--- config.mk ---
export PLATFORM = sky130hd
export DESIGN_NAME = multicycle_control
export DESIGN_NICKNAME = d
export VERILOG_FILES = /design/src/rtl/riscv_ctrl_pkg.sv /design/src/rtl/multicycle_control.sv
export SDC_FILE = /design/constraint.sdc
export NUM_CORES = 1
export LEC_CHECK = 0
export ABC_AREA = 1
export CAP_MARGIN = 20
export CELL_PAD_IN_SITES_DETAIL_PLACEMENT = 1
export CELL_PAD_IN_SITES_GLOBAL_PLACEMENT = 1
export CORE_MARGIN = 2
export CORE_UTILIZATION = 28
export DETAILED_ROUTE_END_ITERATION = 10
export HOLD_SLACK_MARGIN = 0.02
export PLACE_DENSITY = 0.84
export SLEW_MARGIN = 30
export SYNTH_ARGS = -nofsm -noshare
export SYNTH_HDL_FRONTEND = slang
export SYNTH_SLANG_ARGS = --single-unit
--- constraint.sdc ---
create_clock -name clk -period 1.44 [get_ports clk]
set_input_delay 0.216 -clock clk [delete_from_list [all_inputs] [get_ports clk]]
set_output_delay 0.216 -clock clk [all_outputs]
set_load 0.1 [all_outputs]
--- src/rtl/riscv_ctrl_pkg.sv ---
// Shared encodings for the multicycle RISC-V control path: FSM states,
// supported opcodes, ALU-class codes and ALU B-operand selects.
package riscv_ctrl_pkg;

  typedef enum logic [3:0] {
    ST_RESET_IDLE = 4'd0,
    ST_FETCH      = 4'd1,
    ST_DECODE     = 4'd2,
    ST_MEM_ADDR   = 4'd3,
    ST_MEM_READ   = 4'd4,
    ST_MEM_WB     = 4'd5,
    ST_MEM_WRITE  = 4'd6,
    ST_EXECUTE    = 4'd7,
    ST_ALU_WB     = 4'd8,
    ST_BRANCH     = 4'd9
  } state_t;

  localparam logic [6:0] OP_LOAD   = 7'b0000011;
  localparam logic [6:0] OP_STORE  = 7'b0100011;
  localparam logic [6:0] OP_RTYPE  = 7'b0110011;
  localparam logic [6:0] OP_BRANCH = 7'b1100011;

  localparam logic [1:0] ALUOP_ADD   = 2'b00;
  localparam logic [1:0] ALUOP_SUB   = 2'b01;
  localparam logic [1:0] ALUOP_FUNCT = 2'b10;

  localparam logic [1:0] SRCB_REG  = 2'b00;
  localparam logic [1:0] SRCB_FOUR = 2'b01;
  localparam logic [1:0] SRCB_IMM  = 2'b10;

endpackage

--- src/rtl/multicycle_control.sv ---
// Main control FSM for the multicycle RISC-V datapath (ld, sd, R-type, beq).
// Outputs decode from the state register; ir_write/pc_write/illegal_instr also see inputs.
//
// state         | meaning
// RESET_IDLE  0 | out of reset, all controls idle
// FETCH       1 | read instruction at PC, PC+4 via ALU, wait for mem_ready
// DECODE      2 | latch opcode, branch target into ALUOut
// MEM_ADDR    3 | rs1 + imm for ld/sd
// MEM_READ    4 | data read at ALUOut, wait for mem_ready
// MEM_WB      5 | MDR into register file
// MEM_WRITE   6 | data write at ALUOut, wait for mem_ready
// EXECUTE     7 | R-type ALU operation
// ALU_WB      8 | ALUOut into register file
// BRANCH      9 | compare rs1/rs2, conditional PC load from ALUOut
module multicycle_control
  import riscv_ctrl_pkg::*;
(
  input  logic       clk,
  input  logic       rst_n,
  input  logic [6:0] opcode,
  input  logic       mem_ready,
  output logic       pc_write,
  output logic       pc_write_cond,
  output logic       pc_source,
  output logic       i_or_d,
  output logic       mem_read,
  output logic       mem_write,
  output logic       ir_write,
  output logic       mem_to_reg,
  output logic       reg_write,
  output logic       alu_src_a,
  output logic [1:0] alu_src_b,
  output logic [1:0] alu_op,
  output logic       illegal_instr,
  output logic [3:0] state
);

  state_t     r_state;
  logic [6:0] r_opcode;
  logic       w_legal;

  assign w_legal = (opcode == OP_LOAD) || (opcode == OP_STORE) ||
                   (opcode == OP_RTYPE) || (opcode == OP_BRANCH);

  always_ff @(posedge clk or negedge rst_n) begin
    if (!rst_n) begin
      r_state  <= ST_RESET_IDLE;
      r_opcode <= '0;
    end else begin
      if (r_state == ST_DECODE) r_opcode <= opcode;
      case (r_state)
        ST_RESET_IDLE: r_state <= ST_FETCH;
        ST_FETCH:      if (mem_ready) r_state <= ST_DECODE;
        ST_DECODE: begin
          case (opcode)
            OP_LOAD, OP_STORE: r_state <= ST_MEM_ADDR;
            OP_RTYPE:          r_state <= ST_EXECUTE;
            OP_BRANCH:         r_state <= ST_BRANCH;
            default:           r_state <= ST_FETCH;
          endcase
        end
        // live opcode may already have moved on; steer by the DECODE-time copy
        ST_MEM_ADDR:  r_state <= (r_opcode == OP_LOAD) ? ST_MEM_READ : ST_MEM_WRITE;
        ST_MEM_READ:  if (mem_ready) r_state <= ST_MEM_WB;
        ST_MEM_WB:    r_state <= ST_FETCH;
        ST_MEM_WRITE: if (mem_ready) r_state <= ST_FETCH;
        ST_EXECUTE:   r_state <= ST_ALU_WB;
        ST_ALU_WB:    r_state <= ST_FETCH;
        ST_BRANCH:    r_state <= ST_FETCH;
        default:      r_state <= ST_FETCH;
      endcase
    end
  end

  always_comb begin
    pc_write      = 1'b0;
    pc_write_cond = 1'b0;
    pc_source     = 1'b0;
    i_or_d        = 1'b0;
    mem_read      = 1'b0;
    mem_write     = 1'b0;
    ir_write      = 1'b0;
    mem_to_reg    = 1'b0;
    reg_write     = 1'b0;
    alu_src_a     = 1'b0;
    alu_src_b     = SRCB_REG;
    alu_op        = ALUOP_ADD;
    illegal_instr = 1'b0;
    case (r_state)
      ST_FETCH: begin
        mem_read  = 1'b1;
        alu_src_b = SRCB_FOUR;
        ir_write  = mem_ready;
        pc_write  = mem_ready;
      end
      ST_DECODE: begin
        alu_src_b     = SRCB_IMM;
        illegal_instr = ~w_legal;
      end
      ST_MEM_ADDR: begin
        alu_src_a = 1'b1;
        alu_src_b = SRCB_IMM;
      end
      ST_MEM_READ: begin
        mem_read = 1'b1;
        i_or_d   = 1'b1;
      end
      ST_MEM_WB: begin
        reg_write  = 1'b1;
        mem_to_reg = 1'b1;
      end
      ST_MEM_WRITE: begin
        mem_write = 1'b1;
        i_or_d    = 1'b1;
      end
      ST_EXECUTE: begin
        alu_src_a = 1'b1;
        alu_op    = ALUOP_FUNCT;
      end
      ST_ALU_WB: reg_write = 1'b1;
      ST_BRANCH: begin
        alu_src_a     = 1'b1;
        alu_op        = ALUOP_SUB;
        pc_write_cond = 1'b1;
        pc_source     = 1'b1;
      end
      default: ;
    endcase
  end

  assign state = r_state;

endmodule

# ---- Word-level counts from Yosys, hierarchy flattened
# Cells that the tools add are included.
# Widths: inputs -> output; s select.
dict set report op_classes {
  eq_ne 17
  n_mux 17
  n_bitwise 1
  reduce_logical 10
}
# op count
set op_table {}
lappend op_table {{$pmux 4 s6} 1}
lappend op_table {{$eq 4x3->1 const B} 4}
lappend op_table {{$eq 7x2->1 const B} 2}
lappend op_table {{$eq 7x6->1 const B} 2}
lappend op_table {{$mux 4} 3}
lappend op_table {{$pmux 4 s3} 1}
lappend op_table {{$reduce_or 2->1} 5}
lappend op_table {{$mux 1} 9}
lappend op_table {{$eq 4x2->1 const B} 2}
lappend op_table {{$eq 4x4->1 const B} 2}
lappend op_table {{$pmux 2 s2} 2}
lappend op_table {{$eq 7x7->1 const B} 1}
lappend op_table {{$ne 2x2->1 const B} 3}
lappend op_table {{$eq 4x1->1 const B} 1}
lappend op_table {{$logic_or 1x1->1} 3}
lappend op_table {{$reduce_and 3->1} 1}
lappend op_table {{$reduce_or 3->1} 1}
lappend op_table {{$mux 2} 1}
lappend op_table {{$not 1->1} 1}
dict set report word_totals {
  reg_bits 11
  inputBits 10
  out_inout_bits 19
  wordCells 47
}

# ---- Logic depth before layout (Yosys ltp)
# Gate-level depths: netlist (run 1).
dict set report logic_depth {
  ltp_word 6
  mapped_depth 8
  mapped_depth_nobuf 8
}

# ---- Worst setup path after synthesis (run 1)
# OpenSTA, ideal clock, no wires.
dict set report synth_timing {
  path_type {register to output}
  startpoint {register r_state[0] (netlist: state[0])}
  endpoint {output port pc_write}
  arrival_ns 3.682
  t_required_ns 1.224
  setup_slack_ns -2.458
  stages_incl_launch_ff 6
  path_buffers 1
  path_cell_list {dfrtp_1 nand2_2 nor2_4 inv_2 nor2_1 buf_4}
}
dict set report synth_via {
  elab_chain_cells 2
}
# item line_no
set synth_rtl {}
lappend synth_rtl {{from (decl)} multicycle_control.sv:38} ;# state_t r_state;
lappend synth_rtl {{from (signal assigned)} multicycle_control.sv:63} ;# ST_MEM_ADDR: r_state <= (r_opcode == OP_LOAD) ? ST_MEM_READ : ST_MEM_WRITE;
lappend synth_rtl {{$eq 4x1->1} -}
lappend synth_rtl {{$mux 1} -}
lappend synth_rtl {{to (decl)} multicycle_control.sv:22} ;# output logic pc_write,
# Every way passes these cells.

# ---- Final worst setup path (run 1)
dict set report layout_timing {
  startpoint {register r_state[3] (netlist: state[3])}
  endpoint {output port pc_write}
}
dict set report layout_via {
  elab_chain_cells 2
}
# item line_no
set layout_rtl {}
lappend layout_rtl {{$eq 4x1->1} multicycle_control.sv:89} ;# case (r_state)
lappend layout_rtl {{$mux 1} multicycle_control.sv:89}
# Every way passes these cells.

==> results.py, run 1 <==
metrics = {
    "run_status": {
        "outcome": "finished with violations",
        "violations": "negative setup slack",
    },
    "routing": {
        "via_count": 862,
        "first_pass_iters": 4,
        "via_per_inst": 4.74,
        "drc": 0,
        "drt-total-wl_um": 2920,
        "wire_per_inst_um": 16.0,
        "drtIter0Drc": 9,
        "antenna_left": 0,
    },
    "finish": {
        "antenna_cells": 0,
        "area_delta_synth_final_pct": 110,
        "mostFrequentLayoutCells": "nand2_1 (26), buf_4 (22), buf_12 (19)",
        "fin_nets": 163,
        "drive_above_1_share_pct": 48.0,
        "mostFrequentLayoutCell": "nand2_1",
        "n_fill_cell": 280,
    },
    "global_route": {
        "grt_overflow": 0,
        "grt_pass1_vias": 977,
        "antenna_found_initial": 0,
        "grt_pass1_wl_um": 4500,
        "grt_max_degree": 12,
        "grtUsageTotal_pct": 21.6,
    },
    "yosys": {
        "ys_ff_latch": 11,
        "syn_inst": 102,
        "synth.yosys.seq_area_share_pct": 39.3,
        "synth_area_um2": 701,
        "syn-num-nets": 112,
        "synth.avg_cell_area_um2": 6.87,
        "synth_cell_type_count": 19,
        "synth_warnings": 0,
    },
    "floorplanning": {
        "core_area_um2": 2430,
        "start_util_pct": 28.8,
        "io_pins": 29,
        "row_count": 18,
        "fp.dieArea_um2": 2920,
        "die_x_um": 54.0,
        "fp.dieH_um": 54.0,
    },
    "timing": {
        "finalCriticalPeriod_ns": 1.68,
        "period_share_pct": 116,
        "timing.final.ws_setup_ns": -0.235,
        "tns_ns": -2.56,
        "final-setup-viol-count": 15,
        "slew_headroom_pct": 65.4,
        "fmax_ghz": 0.597,
        "rsz0062_at_grt": "true",
        "skew_ns": 0.00135,
        "slew_viol_final": 0,
        "worst_pin_slew_ns": 0.517,
        "finalHoldViolations": 0,
    },
    "job": {
        "max-cap-violations": 0,
    },
    "setup_path": {
        "crit_fanout": 3,
        "critPathKind": "flip-flop to primary output",
        "critPathCaptureType": "primary output",
        "start_kind": "flip-flop",
        "arrival_ns": 1.46,
        "critPathRequiredTime_ns": 1.22,
    },
    "clock_tree": {
        "clk_pin_slew_worst_paths_ns": 0.07,
        "clock-sinks": 11,
        "cts_max_level": 1,
        "hold_buffers": 0,
        "cts_tree": "yes",
        "insertion_delay_ns": 0.27,
        "cts_root_buf": "clkbuf_4",
        "clk_path_buf_depth": 2,
        "numCtsBuffers": 3,
    },
    "worst_hold_path": {
        "hold_path_class": "primary input to asynchronous set/reset pin",
    },
    "place": {
        "port_buffers": 28,
        "pre_cts_slack_ns": -0.311,
        "dp.final_hpwl_um": 2120,
        "globalplace.congestion": 0.854,
    },
}
layer usage:
metal,global-route usage [%],wire [um]
met4,5.00,37
met1,25.5,1120
met5,0,0
met2,39.8,1700
met3,4.17,57
path summary, 6_finish.rpt:
check / endpoint / slack, ns / start / cells after the start
setup reg to reg: state[2] / 0.01 / state[2] / 7
hold reg to reg: r_opcode[5] / 0.50 / r_opcode[5] / 2
hold / removal: r_opcode[5] / 0.29 / rst_n / 1
min in group clk: r_opcode[5] / 0.50 / r_opcode[5] / 2
setup / recovery: pc_write / -0.24 / state[3] / 6
max in group asynchronous: state[0] / 0.76 / rst_n / 1
final cells by class:
| class | count | area [um^2] | share of cell area [%] |
|---|---|---|---|
| clock buffer | 4 | 26.3 | 1.78 |
| inverter | 14 | 70.1 | 4.75 |
| multi-input combinational | 73 | 414 | 28.1 |
| sequential | 11 | 290 | 19.7 |
| tap | 30 | 37.5 | 2.55 |
| timing repair buffer | 50 | 636 | 43.1 |
through the flow:
stage | area, um^2 | cells | util, % | hold WS [ns]
6_report | 1470 | 182 | 60.6 | 0.289
3_5_place_dp | 1370 | 173 | 56.1 | 0.486
4_1_cts | 1450 | 181 | 59.6 | 0.296
3_3_place_gp | 1370 | 173 | 56.1 | 0.470
5_1_grt | 1470 | 182 | 60.6 | 0.310
2_1_floorplan | 776 | 102 | - | -0.0796
Yosys cell counts, drive strengths merged:
library cell | n | area [um^2]
nand3 | 3 | 15.0
buf | 4 | 33.8
nand2 | 33 | 139
inv | 14 | 52.6
dfrtp | 11 | 275
a21oi | 2 | 10.0
o21ai | 8 | 47.6
nand4 | 1 | 6.26
nor2 | 21 | 91.3
o22ai | 4 | 25.0
nor3 | 1 | 5.00
flip-flops by register name, summed over array words and instances, names as in the netlist:
| name | flops |
|---|---|
| state | 4 |
| r_opcode | 7 |
cells by family (layout without fill, tap and decap cells):
logic type,count (synthesis),after routing,synth area share [%]
buf+inv,18,68,12.3
compound gates,14,14,11.8
flops,11,11,39.3
simple gates,59,59,36.6
critical path: stages, from the launching register on:
cell and delay [ns]:
dfrtp_4 0.51, inv_6 0.09, nand2_4 0.06, nor2_4 0.14
inv_4 0.06, nor2_4 0.14, buf_12 0.19
repair_timing:
action                     CTS  global route
setup endpoints to repair   15            17
buffers inserted             4             1
resized for setup            8             6
pin swaps                    3             3
Power of run 1 is not shown: default switching activity piles up to over one toggle a cycle in this logic, so the estimate is an artifact.
==> run 2: changes to the inputs <==
--- a/config.mk
+++ b/config.mk
@@ -6,7 +6,6 @@
 export NUM_CORES = 1
 export LEC_CHECK = 0
 export ABC_AREA = 1
-export CAP_MARGIN = 20
 export CELL_PAD_IN_SITES_DETAIL_PLACEMENT = 1
 export CELL_PAD_IN_SITES_GLOBAL_PLACEMENT = 1
 export CORE_MARGIN = 2
==> results of run 2 <==
Final layout, timing and power as in run 1 (identical DEF).
Power of run 2 is left out for the same reason.
